`src/rtl/mem_arbiter_if.sv`:
```
// mem_arbiter_if: requester, memory and status signals of the two-port memory arbiter
// master: the arbiter's view (takes requests and memory responses, drives memory and completions)
// slave:  the environment's view (requesters and memory model)
interface mem_arbiter_if;
    logic        cpu_req, cpu_we, cpu_done, cpu_err;
    logic [31:0] cpu_addr, cpu_wdata, cpu_rdata;
    logic        dma_req, dma_we, dma_done, dma_err;
    logic [31:0] dma_addr, dma_wdata, dma_rdata;
    logic        mem_en, mem_we, mem_ready;
    logic [31:0] mem_addr, mem_wdata, mem_rdata;
    logic        busy, owner;
    modport master (
        input  cpu_req, cpu_we, cpu_addr, cpu_wdata,
        input  dma_req, dma_we, dma_addr, dma_wdata,
        input  mem_rdata, mem_ready,
        output cpu_rdata, cpu_done, cpu_err,
        output dma_rdata, dma_done, dma_err,
        output mem_en, mem_we, mem_addr, mem_wdata,
        output busy, owner
    );
    modport slave (
        output cpu_req, cpu_we, cpu_addr, cpu_wdata,
        output dma_req, dma_we, dma_addr, dma_wdata,
        output mem_rdata, mem_ready,
        input  cpu_rdata, cpu_done, cpu_err,
        input  dma_rdata, dma_done, dma_err,
        input  mem_en, mem_we, mem_addr, mem_wdata,
        input  busy, owner
    );
endinterface

```
`src/rtl/mem_arbiter.sv`:
```
// mem_arbiter: round-robin CPU/DMA arbiter onto one memory port with a 16-cycle access timeout
// clk, reset: single clock, synchronous active-high reset
// bus: cpu_*/dma_* requester handshakes, mem_* memory strobe/response, busy/owner status
module mem_arbiter (
    input  logic          clk,
    input  logic          reset,
    mem_arbiter_if.master bus
);
    typedef enum logic [1:0] {IDLE, ACCESS, DONE} state_t;
    state_t      state_q;
    logic [3:0]  cnt_q;
    logic        owner_q, last_q, we_q, mem_en_q;
    logic [31:0] addr_q, wdata_q, cpu_rdata_q, dma_rdata_q;
    logic        cpu_done_q, cpu_err_q, dma_done_q, dma_err_q;
    logic        win_d, fin_d;
    // a tie goes to whoever did not own the previous access
    assign win_d = (bus.cpu_req && bus.dma_req) ? !last_q : bus.dma_req;
    // ready wins over the timeout when both land in the same cycle
    assign fin_d = bus.mem_ready || cnt_q == 4'd15;
    always_ff @(posedge clk) begin
        if (reset) begin
            state_q     <= IDLE;
            cnt_q       <= '0;
            owner_q     <= 1'b0;
            last_q      <= 1'b1;
            we_q        <= 1'b0;
            mem_en_q    <= 1'b0;
            addr_q      <= '0;
            wdata_q     <= '0;
            cpu_rdata_q <= '0;
            dma_rdata_q <= '0;
            cpu_done_q  <= 1'b0;
            cpu_err_q   <= 1'b0;
            dma_done_q  <= 1'b0;
            dma_err_q   <= 1'b0;
        end else begin
            cpu_done_q <= 1'b0;
            cpu_err_q  <= 1'b0;
            dma_done_q <= 1'b0;
            dma_err_q  <= 1'b0;
            case (state_q)
                IDLE: if (bus.cpu_req || bus.dma_req) begin
                    owner_q  <= win_d;
                    we_q     <= win_d ? bus.dma_we : bus.cpu_we;
                    addr_q   <= win_d ? bus.dma_addr : bus.cpu_addr;
                    wdata_q  <= win_d ? bus.dma_wdata : bus.cpu_wdata;
                    cnt_q    <= '0;
                    mem_en_q <= 1'b1;
                    state_q  <= ACCESS;
                end
                ACCESS: if (fin_d) begin
                    mem_en_q   <= 1'b0;
                    state_q    <= DONE;
                    cpu_done_q <= !owner_q && bus.mem_ready;
                    cpu_err_q  <= !owner_q && !bus.mem_ready;
                    dma_done_q <= owner_q && bus.mem_ready;
                    dma_err_q  <= owner_q && !bus.mem_ready;
                    if (bus.mem_ready && !we_q && !owner_q) cpu_rdata_q <= bus.mem_rdata;
                    if (bus.mem_ready && !we_q && owner_q) dma_rdata_q <= bus.mem_rdata;
                end else begin
                    cnt_q <= cnt_q + 4'd1;
                end
                DONE: begin
                    last_q  <= owner_q;
                    state_q <= IDLE;
                end
                default: state_q <= IDLE;
            endcase
        end
    end
    assign bus.mem_en    = mem_en_q;
    assign bus.mem_we    = mem_en_q && we_q;
    assign bus.mem_addr  = addr_q;
    assign bus.mem_wdata = wdata_q;
    assign bus.cpu_rdata = cpu_rdata_q;
    assign bus.dma_rdata = dma_rdata_q;
    assign bus.cpu_done  = cpu_done_q;
    assign bus.cpu_err   = cpu_err_q;
    assign bus.dma_done  = dma_done_q;
    assign bus.dma_err   = dma_err_q;
    assign bus.busy      = state_q != IDLE;
    assign bus.owner     = owner_q;
endmodule

```
`src/flat_wrapper.sv`:
```
// flat-port wrapper written by rule: the top's interface ports become plain ports
module mem_arbiter_flat 
  (clk, reset, bus_cpu_req, bus_cpu_we, bus_cpu_addr, bus_cpu_wdata, bus_dma_req, bus_dma_we, bus_dma_addr, bus_dma_wdata, bus_mem_rdata, bus_mem_ready, bus_cpu_rdata, bus_cpu_done, bus_cpu_err, bus_dma_rdata, bus_dma_done, bus_dma_err, bus_mem_en, bus_mem_we, bus_mem_addr, bus_mem_wdata, bus_busy, bus_owner);
  mem_arbiter_if bus_i ();
  input  logic clk;
  input  logic reset;
  input wire logic [$bits(bus_i.cpu_req)-1:0] bus_cpu_req;
  input wire logic [$bits(bus_i.cpu_we)-1:0] bus_cpu_we;
  input wire logic [$bits(bus_i.cpu_addr)-1:0] bus_cpu_addr;
  input wire logic [$bits(bus_i.cpu_wdata)-1:0] bus_cpu_wdata;
  input wire logic [$bits(bus_i.dma_req)-1:0] bus_dma_req;
  input wire logic [$bits(bus_i.dma_we)-1:0] bus_dma_we;
  input wire logic [$bits(bus_i.dma_addr)-1:0] bus_dma_addr;
  input wire logic [$bits(bus_i.dma_wdata)-1:0] bus_dma_wdata;
  input wire logic [$bits(bus_i.mem_rdata)-1:0] bus_mem_rdata;
  input wire logic [$bits(bus_i.mem_ready)-1:0] bus_mem_ready;
  output wire logic [$bits(bus_i.cpu_rdata)-1:0] bus_cpu_rdata;
  output wire logic [$bits(bus_i.cpu_done)-1:0] bus_cpu_done;
  output wire logic [$bits(bus_i.cpu_err)-1:0] bus_cpu_err;
  output wire logic [$bits(bus_i.dma_rdata)-1:0] bus_dma_rdata;
  output wire logic [$bits(bus_i.dma_done)-1:0] bus_dma_done;
  output wire logic [$bits(bus_i.dma_err)-1:0] bus_dma_err;
  output wire logic [$bits(bus_i.mem_en)-1:0] bus_mem_en;
  output wire logic [$bits(bus_i.mem_we)-1:0] bus_mem_we;
  output wire logic [$bits(bus_i.mem_addr)-1:0] bus_mem_addr;
  output wire logic [$bits(bus_i.mem_wdata)-1:0] bus_mem_wdata;
  output wire logic [$bits(bus_i.busy)-1:0] bus_busy;
  output wire logic [$bits(bus_i.owner)-1:0] bus_owner;
  assign bus_i.cpu_req = bus_cpu_req;
  assign bus_i.cpu_we = bus_cpu_we;
  assign bus_i.cpu_addr = bus_cpu_addr;
  assign bus_i.cpu_wdata = bus_cpu_wdata;
  assign bus_i.dma_req = bus_dma_req;
  assign bus_i.dma_we = bus_dma_we;
  assign bus_i.dma_addr = bus_dma_addr;
  assign bus_i.dma_wdata = bus_dma_wdata;
  assign bus_i.mem_rdata = bus_mem_rdata;
  assign bus_i.mem_ready = bus_mem_ready;
  assign bus_cpu_rdata = bus_i.cpu_rdata;
  assign bus_cpu_done = bus_i.cpu_done;
  assign bus_cpu_err = bus_i.cpu_err;
  assign bus_dma_rdata = bus_i.dma_rdata;
  assign bus_dma_done = bus_i.dma_done;
  assign bus_dma_err = bus_i.dma_err;
  assign bus_mem_en = bus_i.mem_en;
  assign bus_mem_we = bus_i.mem_we;
  assign bus_mem_addr = bus_i.mem_addr;
  assign bus_mem_wdata = bus_i.mem_wdata;
  assign bus_busy = bus_i.busy;
  assign bus_owner = bus_i.owner;
  mem_arbiter u_core (.clk(clk), .reset(reset), .bus(bus_i));
endmodule
```
`config.mk`:
```
export PLATFORM = sky130hd
export DESIGN_NAME = mem_arbiter_flat
export DESIGN_NICKNAME = d
export VERILOG_FILES = /design/src/rtl/mem_arbiter_if.sv /design/src/rtl/mem_arbiter.sv /design/src/flat_wrapper.sv
export SDC_FILE = /design/constraint.sdc
export NUM_CORES = 1
export LEC_CHECK = 0
export BUFFER_PORTS_ARGS = -buffer_cell sky130_fd_sc_hd__buf_2
export CAP_MARGIN = 20
export CORE_AREA = 2 2 147 149
export DETAILED_ROUTE_END_ITERATION = 10
export DIE_AREA = 0 0 149 151
export GPL_TIMING_DRIVEN = 1
export PLACE_DENSITY = 0.54
export SYNTH_ARGS = -nofsm -noshare
export SYNTH_HDL_FRONTEND = slang
export SYNTH_SLANG_ARGS = --single-unit
```
`constraint.sdc`:
```
create_clock -name clk -period 2.36 [get_ports clk]
set_input_delay 0.472 -clock clk [delete_from_list [all_inputs] [get_ports clk]]
set_output_delay 0.472 -clock clk [all_outputs]
set_load 0.02 [all_outputs]
```
# ---- After elaboration in Yosys (flattened, before gate mapping)
# Cells that the tools add are included.
dict set report op_classes {
  div_mod_pow 0
  n_shift 0
  eq_ne 6
  n_addsub 1
  n_reduce_logical 25
  order_cmp 0
  bitwise_logic 2
  multipliers 0
  n_mux 13
}
# operator count
set ops {}
lappend ops {{32-bit two-way mux} 2}
lappend ops {{3-bit AND reduction} 4}
lappend ops {{1-bit logical AND} 9}
lappend ops {{4-bit two-way mux} 2}
lappend ops {{4-bit case mux with 2 select lines} 1}
lappend ops {{4-bit by 1-bit adder with 4-bit output, second input constant} 1}
lappend ops {{4-bit equality test, second input constant} 1}
lappend ops {{1-bit logical NOT} 4}
lappend ops {{1-bit two-way mux} 4}
lappend ops {{2-bit two-way mux} 2}
lappend ops {{2-bit by 1-bit != test with 1-bit output, second input constant} 2}
lappend ops {{2-bit case mux with 2 select lines} 1}
lappend ops {{2-bit AND reduction} 2}
lappend ops {{2-bit nonzero test} 2}
lappend ops {{3-bit OR reduction} 1}
lappend ops {{2-bit by 1-bit equality test with 1-bit output, second input constant} 1}
lappend ops {{2-bit equality test, second input constant} 1}
lappend ops {{2-bit logical NOT} 1}
lappend ops {{1-bit logical OR} 2}
lappend ops {{2-bit != test, second input constant} 1}
lappend ops {{1-bit NOT} 2}
lappend ops {{1-bit case mux with 2 select lines} 1}
dict set report word_totals {
  latch_bits 0
  mem_count 0
  rom_bits 0
  reg_bits 142
  ramBits 0
  elab_cells 61
  inputBits 167
}

# ---- Logic depth before layout (Yosys ltp)
# Gate-level depths: netlist of the first run.
dict set report depth {
  word_depth 4
  mapped_depth 6
  depth_no_buf 4
}

# ---- Least setup slack after synthesis of the first run
# No wires, ideal clock.
dict set report synth_path {
  kind {input to register}
  startpoint {input bus_mem_ready}
  endpoint {register u_core.cnt_q[3]}
  setup_slack_ns 0.842
  n_path_buf 1
  path_stages 4
  t_arrival_ns 1.443
  setup_time_ns 0.074
  cell_sequence {buf_2 or3b_4 or3_1 a31oi_1}
}
dict set report synth_via {
  elab_chain_len 3
}
# item line
set synth_lines {}
lappend synth_lines {{start: declaration} flat_wrapper.sv:16} ;# input wire logic [$bits(bus_i.mem_ready)-1:0] bus_mem_ready;
lappend synth_lines {{1-bit logical OR} mem_arbiter.sv:19} ;# assign fin_d = bus.mem_ready || cnt_q == 4'd15;
lappend synth_lines {{2-bit != test (no line)} n/a}
lappend synth_lines {{3-bit AND reduction (no line)} n/a}
lappend synth_lines {{end signal: assignment} mem_arbiter.sv:61} ;# cnt_q <= cnt_q + 4'd1;
lappend synth_lines {{end: declaration} mem_arbiter.sv:11} ;# logic [3:0] cnt_q;
# No other way between the ends.
# A chain may end at the register's enable or synchronous reset.

# ---- Worst setup path after layout of the first run
dict set report layout_path {
  startpoint {register u_core.owner_q (netlist: u_core.bus.owner)}
  endpoint {output bus_owner}
}
# item line
set layout_lines {}
lappend layout_lines {{start: declaration} mem_arbiter.sv:12} ;# logic owner_q, last_q, we_q, mem_en_q;
lappend layout_lines {{start signal: assignment} mem_arbiter.sv:43} ;# owner_q <= win_d;
lappend layout_lines {{end: declaration} flat_wrapper.sv:28} ;# output wire logic [$bits(bus_i.owner)-1:0] bus_owner;
# No word-level cell between the ends.

==> results of run 1 <==
worst max-delay path, delay by kind of cell, from the launching register on:
| family | cells | cell delay (ns) |
|---|---|---|
| buffers and inverters | 2 | 0.54 |
| flip-flops | 1 | 0.33 |
stage by stage:
stage | total power (uW) | area, um^2 | setup WS (ns) | hold WS [ns]
6_report | 6851 | 8371 | 0.5843 | 0.3112
4_1_cts | 6953 | 8351 | 0.5516 | 0.2909
3_3_place_gp | 3898 | 7705 | 0.4824 | 0.4583
3_5_place_dp | 3904 | 7705 | 0.4561 | 0.4638
5_1_grt | 7187 | 8371 | 0.4968 | 0.2981
2_1_floorplan | 3416 | 5932 | 0.8423 | 0.4554
sequential cells by signal, indices dropped and copies added, names as in the netlist:
name / cells
u_core.bus.mem_wdata: 32
u_core.state_q: 2
u_core.bus.cpu_done: 1
u_core.bus.mem_addr: 32
u_core.last_q: 1
u_core.bus.cpu_err: 1
u_core.cnt_q: 4
u_core.bus.mem_en: 1
u_core.bus.owner: 1
u_core.we_q: 1
u_core.bus.dma_done: 1
u_core.bus.cpu_rdata: 32
u_core.bus.dma_err: 1
u_core.bus.dma_rdata: 32
how the worst max path moves through the flow:
stage | cells past startpoint | endpoint | slack (ns)
CTS | 2 | bus_owner | 0.55
finish | 2 | bus_owner | 0.58
floorplan | 4 | u_core.cnt_q[3] | 0.84
global route | 4 | u_core.cnt_q[0] | 0.50
detailed placement | 5 | u_core.bus.mem_addr[1] | 0.46
global placement | 5 | u_core.bus.mem_addr[1] | 0.48
cells by family (layout without fill, tap and decap cells):
group	Yosys count	after routing	synth area share, %
flip-flops	142	142	47.92
multiplexers	66	66	11.14
buffers and inverters	76	352	6.117
adder cells (fa/ha/maj)	1	1	0.2109
AND/OR/NAND/NOR	92	92	8.353
AO/OA/AOI/OAI	272	272	26.26
synth_stat cells (2+ instances only):
cell	count	share of area, %
buf_4	2	0.25
a21oi_1	131	11
buf_6	5	0.95
nand3_1	68	5.7
a211oi_1	66	8.4
dfxtp_1	142	48
and4_1	2	0.30
nand2_1	3	0.19
mux2i_1	66	11
inv_1	2	0.13
nor4_1	3	0.32
buf_2	25	2.1
nor2_1	4	0.25
clkbuf_1	39	2.5
o21ai_0	66	5.6
final cells by class:
| cell class | count | area [um^2] |
|---|---|---|
| fillers | 2125 | 12450 |
| clock inverters | 11 | 216.5 |
| multi-input cells | 431 | 2751 |
| clock buffers | 18 | 429.2 |
| well taps | 275 | 344.1 |
| repair buffers | 320 | 1774 |
| flip-flops and latches | 142 | 2844 |
| inverters | 3 | 11.26 |
power groups by stage:
stage | logic [uW] | clock network (uW) | registers [uW]
2_1_floorplan | 525 | 0 | 2890
5_1_grt | 1290 | 3220 | 2680
6_report | 1180 | 3010 | 2660
4_1_cts | 1200 | 3100 | 2660
3_3_place_gp | 1190 | 0 | 2710
3_5_place_dp | 1200 | 0 | 2710
layer usage:
| layer | routed length (um) | vias to the layer above |
|---|---|---|
| li1 | - | 2936 |
| met2 | 9345 | 223 |
| met4 | 195 | 0 |
| met3 | 1472 | 11 |
| met1 | 8239 | 2714 |
| met5 | 0 | - |
==> out/results.txt, run 1 <==
Critical path, cell by cell - buf_4 > buf_2
Area of the mapped netlist - 5932 um^2
Crit path largest cell delay - 0.33 ns
Hold path depth - 3
Net Sw Frac - 27.18%
Flop pwr share - 38.8%
Global placement routability congestion - 0.7014
Post-Place Cells - 1,170
Fin nets - 1,083
PortBufs - 302
Mean Syn Cell Area - 9.140 um^2
ANT nets after route - 0
Clock buffer depth - 2
Synthesis Warnings - 0
Post-detailed-route wirelength per cell - 16.04 um
Combinational power share - 17.2%
Crit path DAT - 1.30 ns
CP max FO - 34
Crit-path slowest cell - dfxtp_2
Max Clk Rate - 563.2 MHz
CORE AREA - 20,820 um^2
Critical path endpoint category - primary output
R2R Path Start - u_core.state_q[1]
Setup Skew - 0.008112 ns
Max-Cap Viols - 0
Final Non-Filler Cells - 1,200
Post-DP HPWL - 13.10 mm
Root Driver - clkbuf_16
Total CTS buffers - 17
Top_reg_cell synth - dfxtp_1
Syn nets - 817
Clock sink count - 142
Remaining routing DRC violations - 0
Hold wc startpoint - bus_mem_rdata[30]
Post-CTS setup buffer count - 0
Post_cts resized - 0
Hold crit path type - in -> reg
Fin. Hold Viols - 0
Number of H-tree levels - 4
Util after Layout - 40.20%
Max Slew Vio Count - 0
FFs w/ async S/R, synth - 0%
Via Count - 5,884
Final setup viols - 0
Die H - 151 um
Total grt overflow - 0
Worst-path clk slew - 0.06 ns
Area Overhead vs Synth - 41.11%
GR Layer Usage met2 - 28.64%
Fin Setup TNS - 0 ns
Crit Path Category - reg -> out
CTS tree - yes
Global-route met3 utilization - 4.910%
Largest net degree at the start of global routing - 68
# hold bufs at CTS - 0
GRT Util Overall - 16.73%
Tcrit/Tclk final - 75.24%
Vias per inst - 4.903
Clock power frac - 44.0%
Leakage power - 0.003661 uW
Die area - 22,500 um^2
Share of layout cells above drive strength 1 - 38.81%
Power Density - 818.4 nW/um^2
Startpoint class of the critical path - flip-flop
Initial drt markers - 240
Sequential area share after synthesis - 47.92%
GR peak layer - met2
Internal - 4989 uW
Slew @ Worst Pin - 0.7846 ns
Die X - 149 um
Worst path required time - 1.89 ns
Post-synth EDFFs - 0
Sw power - 1862 uW
VDD IR-drop max - 0.4401 mV
Cells after synthesis - 649
Worst skew pair latency - 0.42 ns
Antenna violations before repair - 0
Slack of the worst reg-to-reg path - 0.65 ns
Antenna diodes - 0
Cell variety after synth - 40
First-pass GRT wire length - 29.83 mm
Total iterations of the first detailed-routing run - 4
Row cnt - 53
Most common cell after layout, fill and taps aside - buf_2
Worst Hold End - u_core.bus.dma_rdata[30]
Slew headroom - 47.69%
FF-to-FF End - u_core.cnt_q[0]
Post-Route WL - 19.25 mm
Worst r2r path cells - 4
Vias in the first global route - 5,588
Initial core utilization - 28.49%
Status - completed
Top-Level Pins - 303
RSZ-0062 raised after global routing - no
CP Launch Point - u_core.bus.owner
GR Util met1 - 20.42%
Most frequent cells in the layout - buf_2 (301), dfxtp_1 (141), a21oi_1 (131)
Synthesized flop and latch total - 142
Tmin final - 1.776 ns
Note: power is estimated with default switching activity, not from simulation.
==> inputs of run 2 (changes only) <==
- PLACE_DENSITY: 0.54 -> 0.56
- clock period: 2.36 -> 1.5 ns (I/O delays scaled with it)
==> out/results.txt, run 2 (synthesis results as in run 1) <==
Fin. Hold Viols - 0 (unchanged)
Critical path, cell by cell - nor2_4 > inv_4 > buf_6 (was buf_4 > buf_2)
Initial core utilization - 28.49% (unchanged)
Crit-path slowest cell - dfxtp_4 (was dfxtp_2)
Row cnt - 53 (unchanged)
Hold wc startpoint - bus_mem_rdata[2] (was bus_mem_rdata[30])
Global placement routability congestion - 0.7373 (was 0.7014)
Via Count - 6,006 (was 5,884)
Crit Path Category - reg -> out (unchanged)
Fin nets - 1,102 (was 1,083)
Post-DP HPWL - 13.64 mm (was 13.10 mm)
Antenna diodes - 0 (unchanged)
Critical path endpoint category - primary output (unchanged)
Worst skew pair latency - 0.43 ns (was 0.42 ns)
VDD IR-drop max - 0.6426 mV (was 0.4401 mV)
Clock buffer depth - 2 (unchanged)
PortBufs - 302 (unchanged)
GRT Util Overall - 17.21% (was 16.73%)
Status - completed (unchanged)
Slack of the worst reg-to-reg path - 0.09 ns (was 0.65 ns)
Vias per inst - 4.919 (was 4.903)
Remaining routing DRC violations - 0 (unchanged)
Top-Level Pins - 303 (unchanged)
Pwr Total - 11,030 uW (was 6851 uW)
Hold path depth - 3 (unchanged)
Crit path DAT - 1.15 ns (was 1.30 ns)
Antenna violations before repair - 0 (unchanged)
Critical path's top delay family - flip-flops (was buffers and inverters)
CTS tree - yes (unchanged)
Hold crit path type - in -> reg (unchanged)
Slew @ Worst Pin - 0.3677 ns (was 0.7846 ns)
R2R Path Start - u_core.last_q (was u_core.state_q[1])
CP max FO - 7 (was 34)
First-pass GRT wire length - 30.50 mm (was 29.83 mm)
# hold bufs at CTS - 0 (unchanged)
Total CTS buffers - 17 (unchanged)
Power Density - 1274 nW/um^2 (was 818.4 nW/um^2)
Worst r2r path cells - 5 (was 4)
Max-Cap Viols - 0 (unchanged)
Share of layout cells above drive strength 1 - 40.70% (was 38.81%)
Clock sink count - 142 (unchanged)
RSZ-0062 raised after global routing - no (unchanged)
Fin Setup TNS - 0 ns (unchanged)
Vias in the first global route - 5,713 (was 5,588)
Most common cell after layout, fill and taps aside - buf_2 (unchanged)
CORE AREA - 20,820 um^2 (unchanged)
Root Driver - clkbuf_16 (unchanged)
ANT nets after route - 0 (unchanged)
Die area - 22,500 um^2 (unchanged)
Largest net degree at the start of global routing - 65 (was 68)
Die X - 149 um (unchanged)
Fillers - 2,118 (was 2,125)
Tcrit/Tclk final - 96.47%
Number of H-tree levels - 4 (unchanged)
Max Slew Vio Count - 0 (unchanged)
Total iterations of the first detailed-routing run - 4 (unchanged)
Leakage power - 0.003802 uW (was 0.003661 uW)
Area Overhead vs Synth - 45.94% (was 41.11%)
Max Clk Rate - 691.1 MHz
Final setup viols - 0 (unchanged)
Post-Route WL - 19.92 mm (was 19.25 mm)
FF-to-FF End - u_core.bus.mem_wdata[27] (was u_core.cnt_q[0])
Util after Layout - 41.58% (was 40.20%)
Crit path largest cell delay - 0.37 ns (was 0.33 ns)
Worst path required time - 1.20 ns (was 1.89 ns)
Setup Skew - 0.01154 ns (was 0.008112 ns)
Initial drt markers - 306 (was 240)
Startpoint class of the critical path - flip-flop (unchanged)
Slew headroom - 75.45% (was 47.69%)
Post-detailed-route wirelength per cell - 16.31 um (was 16.04 um)
Total grt overflow - 0 (unchanged)
Worst-path clk slew - 0.06 ns (about the same)
Most frequent cells in the layout - buf_2 (299), dfxtp_1 (138), a21oi_1 (131) (was buf_2 (301), dfxtp_1 (141), a21oi_1 (131))
Tmin final - 1.447 ns
Die H - 151 um (unchanged)
Worst Hold End - u_core.bus.dma_rdata[2] (was u_core.bus.dma_rdata[30])
CP bufs+invs - 2 (unchanged)
==> run 2: changes by cell type in the layout (fill, tap and decap cells not counted), sizes merged <==
cell	delta
bufbuf	+2
inv	+1
clkinvlp	+1
buf	+17
==> run 2: through the flow <==
stage                     hold WS (ns)  setup slack [ns]  instances  cell area (um^2)
after global routing            0.1332         0.0006006       1221              8657
final                           0.1427           0.05300       1221              8657
after global placement          0.4583           0.03999       1187              7883
after floorplan                 0.4477            0.1406        649              5932
after CTS                       0.1199          0.006842       1221              8640
after detailed placement        0.4635           0.02064       1187              7883
==> run 2: layer usage <==
layer,wire length [um],global-route usage (%)
met1,9002,22.38
met2,9328,28.34
met3,1397,4.367
met4,185,4.857
met5,0,0
==> run 2: cell type report <==
cell class	instances	area, um^2	area share, %
well taps	275	344.1	3.975
flip-flops and latches	142	2855	32.98
multi-input cells	431	2755	31.83
repair buffers	339	2013	23.25
clock buffers	18	439.2	5.073
inverters	3	13.76	0.1590
clock inverters	13	236.5	2.732
==> run 2: worst register-to-register path, stage by stage (launching register included) <==
cell,delay (ns)
dfxtp_1,0.37
a21boi_4,0.19
buf_12,0.24
buf_12,0.19
mux2i_1,0.21
a211oi_1,0.10
==> run 2: how the worst max path moves through the flow <==
stage                       from                      end  slack [ns]  depth (start not counted)
2_1_floorplan  u_core.state_q[1]  u_core.bus.mem_addr[22]        0.14                          6
3_3_place_gp         bus_cpu_req  u_core.bus.mem_wdata[5]        0.04                          6
3_5_place_dp         bus_cpu_req  u_core.bus.mem_wdata[5]        0.02                          6
4_1_cts         u_core.bus.owner                bus_owner       0.007                          2
5_1_grt        u_core.state_q[1]                 bus_busy      0.0006                          3
6_report       u_core.state_q[1]                 bus_busy        0.05                          3
==> run 2: report_power, final <==
group	internal, uW	switching (uW)	leakage, uW	total [uW]
clock network	3170	1700	0.000327	4870
logic	809	1180	0.00231	1990
registers	4030	140	0.00117	4170
==> run 2: what timing repair did <==
item / in CTS / in global routing
pin swaps: 1 / 1
resized for setup: 5 / 6
gates cloned: 2 / 0
setup endpoints to repair: 3 / 3
setup buffers: 1 / 0
==> inputs of run 3 (changes only) <==
- REMOVE_ABC_BUFFERS: default -> 1
==> out/results.txt, run 3 (synthesis results as in run 1) <==
Slew headroom - 69.39% (was 75.45%)
Die X - 149 um (unchanged)
Most frequent cells in the layout - buf_2 (300), dfxtp_1 (139), a21oi_1 (131) (was buf_2 (299), dfxtp_1 (138), a21oi_1 (131))
Worst-path clk slew - 0.06 ns (about the same)
Post-detailed-route wirelength per cell - 16.03 um (was 16.31 um)
Slew @ Worst Pin - 0.4582 ns (was 0.3677 ns)
Die area - 22,500 um^2 (unchanged)
Share of layout cells above drive strength 1 - 40.55% (was 40.70%)
Clock buffer depth - 2 (unchanged)
Post-DP HPWL - 13.91 mm (was 13.64 mm)
Area Overhead vs Synth - 43.07% (was 45.94%)
Tcrit/Tclk final - 96.90% (was 96.47%)
Fin Setup TNS - 0 ns (unchanged)
Status - completed (unchanged)
Post-Route WL - 19.59 mm (was 19.92 mm)
RSZ-0062 raised after global routing - yes (was no)
Crit-path slowest cell - dfxtp_4 (unchanged)
Antenna diodes - 0 (unchanged)
Clock sink count - 142 (unchanged)
CP max FO - 7 (unchanged)
Crit path DAT - 1.15 ns (about the same)
Fin nets - 1,102 (unchanged)
CORE AREA - 20,820 um^2 (unchanged)
Hold crit path type - in -> reg (unchanged)
Top-Level Pins - 303 (unchanged)
ANT nets after route - 0 (unchanged)
Total CTS buffers - 17 (unchanged)
Setup Skew - 0.01016 ns (was 0.01154 ns)
Crit path largest cell delay - 0.37 ns (about the same)
Critical path, cell by cell - nor2_4 > inv_4 > buf_4 (was nor2_4 > inv_4 > buf_6)
Worst path required time - 1.20 ns (about the same)
PortBufs - 302 (unchanged)
GRT Util Overall - 16.90% (was 17.21%)
# hold bufs at CTS - 0 (unchanged)
Most common cell after layout, fill and taps aside - buf_2 (unchanged)
First-pass GRT wire length - 30.05 mm (was 30.50 mm)
Largest net degree at the start of global routing - 68 (was 65)
Max-Cap Viols - 0 (unchanged)
Post-route cell area - 8487 um^2 (was 8657 um^2)
Tmin final - 1.453 ns (was 1.447 ns)
Initial drt markers - 225 (was 306)
Root Driver - clkbuf_16 (unchanged)
Fillers - 2,122 (was 2,118)
Power Density - 1229 nW/um^2 (was 1274 nW/um^2)
VDD IR-drop max - 0.5182 mV (was 0.6426 mV)
Crit Path Category - reg -> out (unchanged)
Post-DP Area - 7860 um^2 (was 7883 um^2)
Pwr Total - 10,430 uW (was 11,030 uW)
Remaining routing DRC violations - 0 (unchanged)
CTS tree - yes (unchanged)
Antenna violations before repair - 2 (was 0)
Startpoint class of the critical path - flip-flop (unchanged)
Max Clk Rate - 688.0 MHz (was 691.1 MHz)
Number of H-tree levels - 4 (unchanged)
Fin. Hold Viols - 0 (unchanged)
Vias in the first global route - 5,556 (was 5,713)
Total grt overflow - 0 (unchanged)
Total iterations of the first detailed-routing run - 4 (unchanged)
Max Slew Vio Count - 0 (unchanged)
Leakage power - 0.003739 uW (was 0.003802 uW)
Critical path endpoint category - primary output (unchanged)
Via Count - 5,976 (was 6,006)
Final setup viols - 0 (unchanged)
Vias per inst - 4.890 (was 4.919)
Row cnt - 53 (unchanged)
Worst skew pair latency - 0.41 ns (was 0.43 ns)
Global placement routability congestion - 0.7874 (was 0.7373)
Die H - 151 um (unchanged)
Initial core utilization - 28.49% (unchanged)
-- run 3: repair_timing --
action | CTS | global route
setup buffers | 1 | 0
setup endpoints to repair | 1 | 6
pin swaps | 1 | 0
resized for setup | 2 | 5
-- run 3: final timing paths --
| kind | slack, ns | cells past startpoint | from | end |
|---|---|---|---|---|
| min reg2reg | 0.47 | 2 | u_core.bus.cpu_rdata[7] | u_core.bus.cpu_rdata[7] |
| max | 0.05 | 3 | u_core.state_q[0] | bus_busy |
| max reg2reg | 0.13 | 5 | u_core.state_q[0] | u_core.cnt_q[0] |
| min | 0.14 | 3 | bus_mem_rdata[4] | u_core.bus.cpu_rdata[4] |
-- run 3: through the flow --
stage | hold WS [ns] | std cells | setup WS [ns] | util, %
floorplan | 0.3691 | 576 | -2.991 | -
global placement | 0.4589 | 1189 | 0.05939 | 37.75
CTS | 0.1211 | 1222 | 0.002175 | 40.69
global route | 0.1269 | 1222 | -0.008469 | 40.76
finish | 0.1444 | 1222 | 0.04651 | 40.76
detailed placement | 0.4635 | 1189 | 0.03845 | 37.75
-- run 3: layer usage --
layer / track usage (%) / up-vias / wire (um)
li1: - / 2980 / -
met1: 22.21 / 2718 / 8870
met2: 27.35 / 254 / 8990
met3: 4.187 / 20 / 1474
met4: 5.333 / 4 / 224
met5: 0 / - / 29
-- run 3: power by group --
| group | total, uW | internal [uW] | switching (uW) | leakage, uW |
|---|---|---|---|---|
| Clock | 4320 | 2580 | 1740 | 0.000292 |
| Sequential | 4180 | 4030 | 142 | 0.00117 |
| Combinational | 1940 | 776 | 1160 | 0.00228 |
| Total | 10400 | 7390 | 3050 | 0.00374 |
-- run 3: final cells by class --
class	instances	area (um^2)	share of cell area, %
flip-flops and latches	142	2851	33.60
multi-input cells	431	2751	32.42
repair buffers	339	1923	22.66
clock buffers	19	452.9	5.337
well taps	275	344.1	4.054
clock inverters	13	150.1	1.769
inverters	3	13.76	0.1622
-- run 3: critical path, delay by kind of cell (launching register included) --
family / cells / cell delay [ns]
simple gates: 1 / 0.15
buf+inv: 2 / 0.23
flops: 1 / 0.37
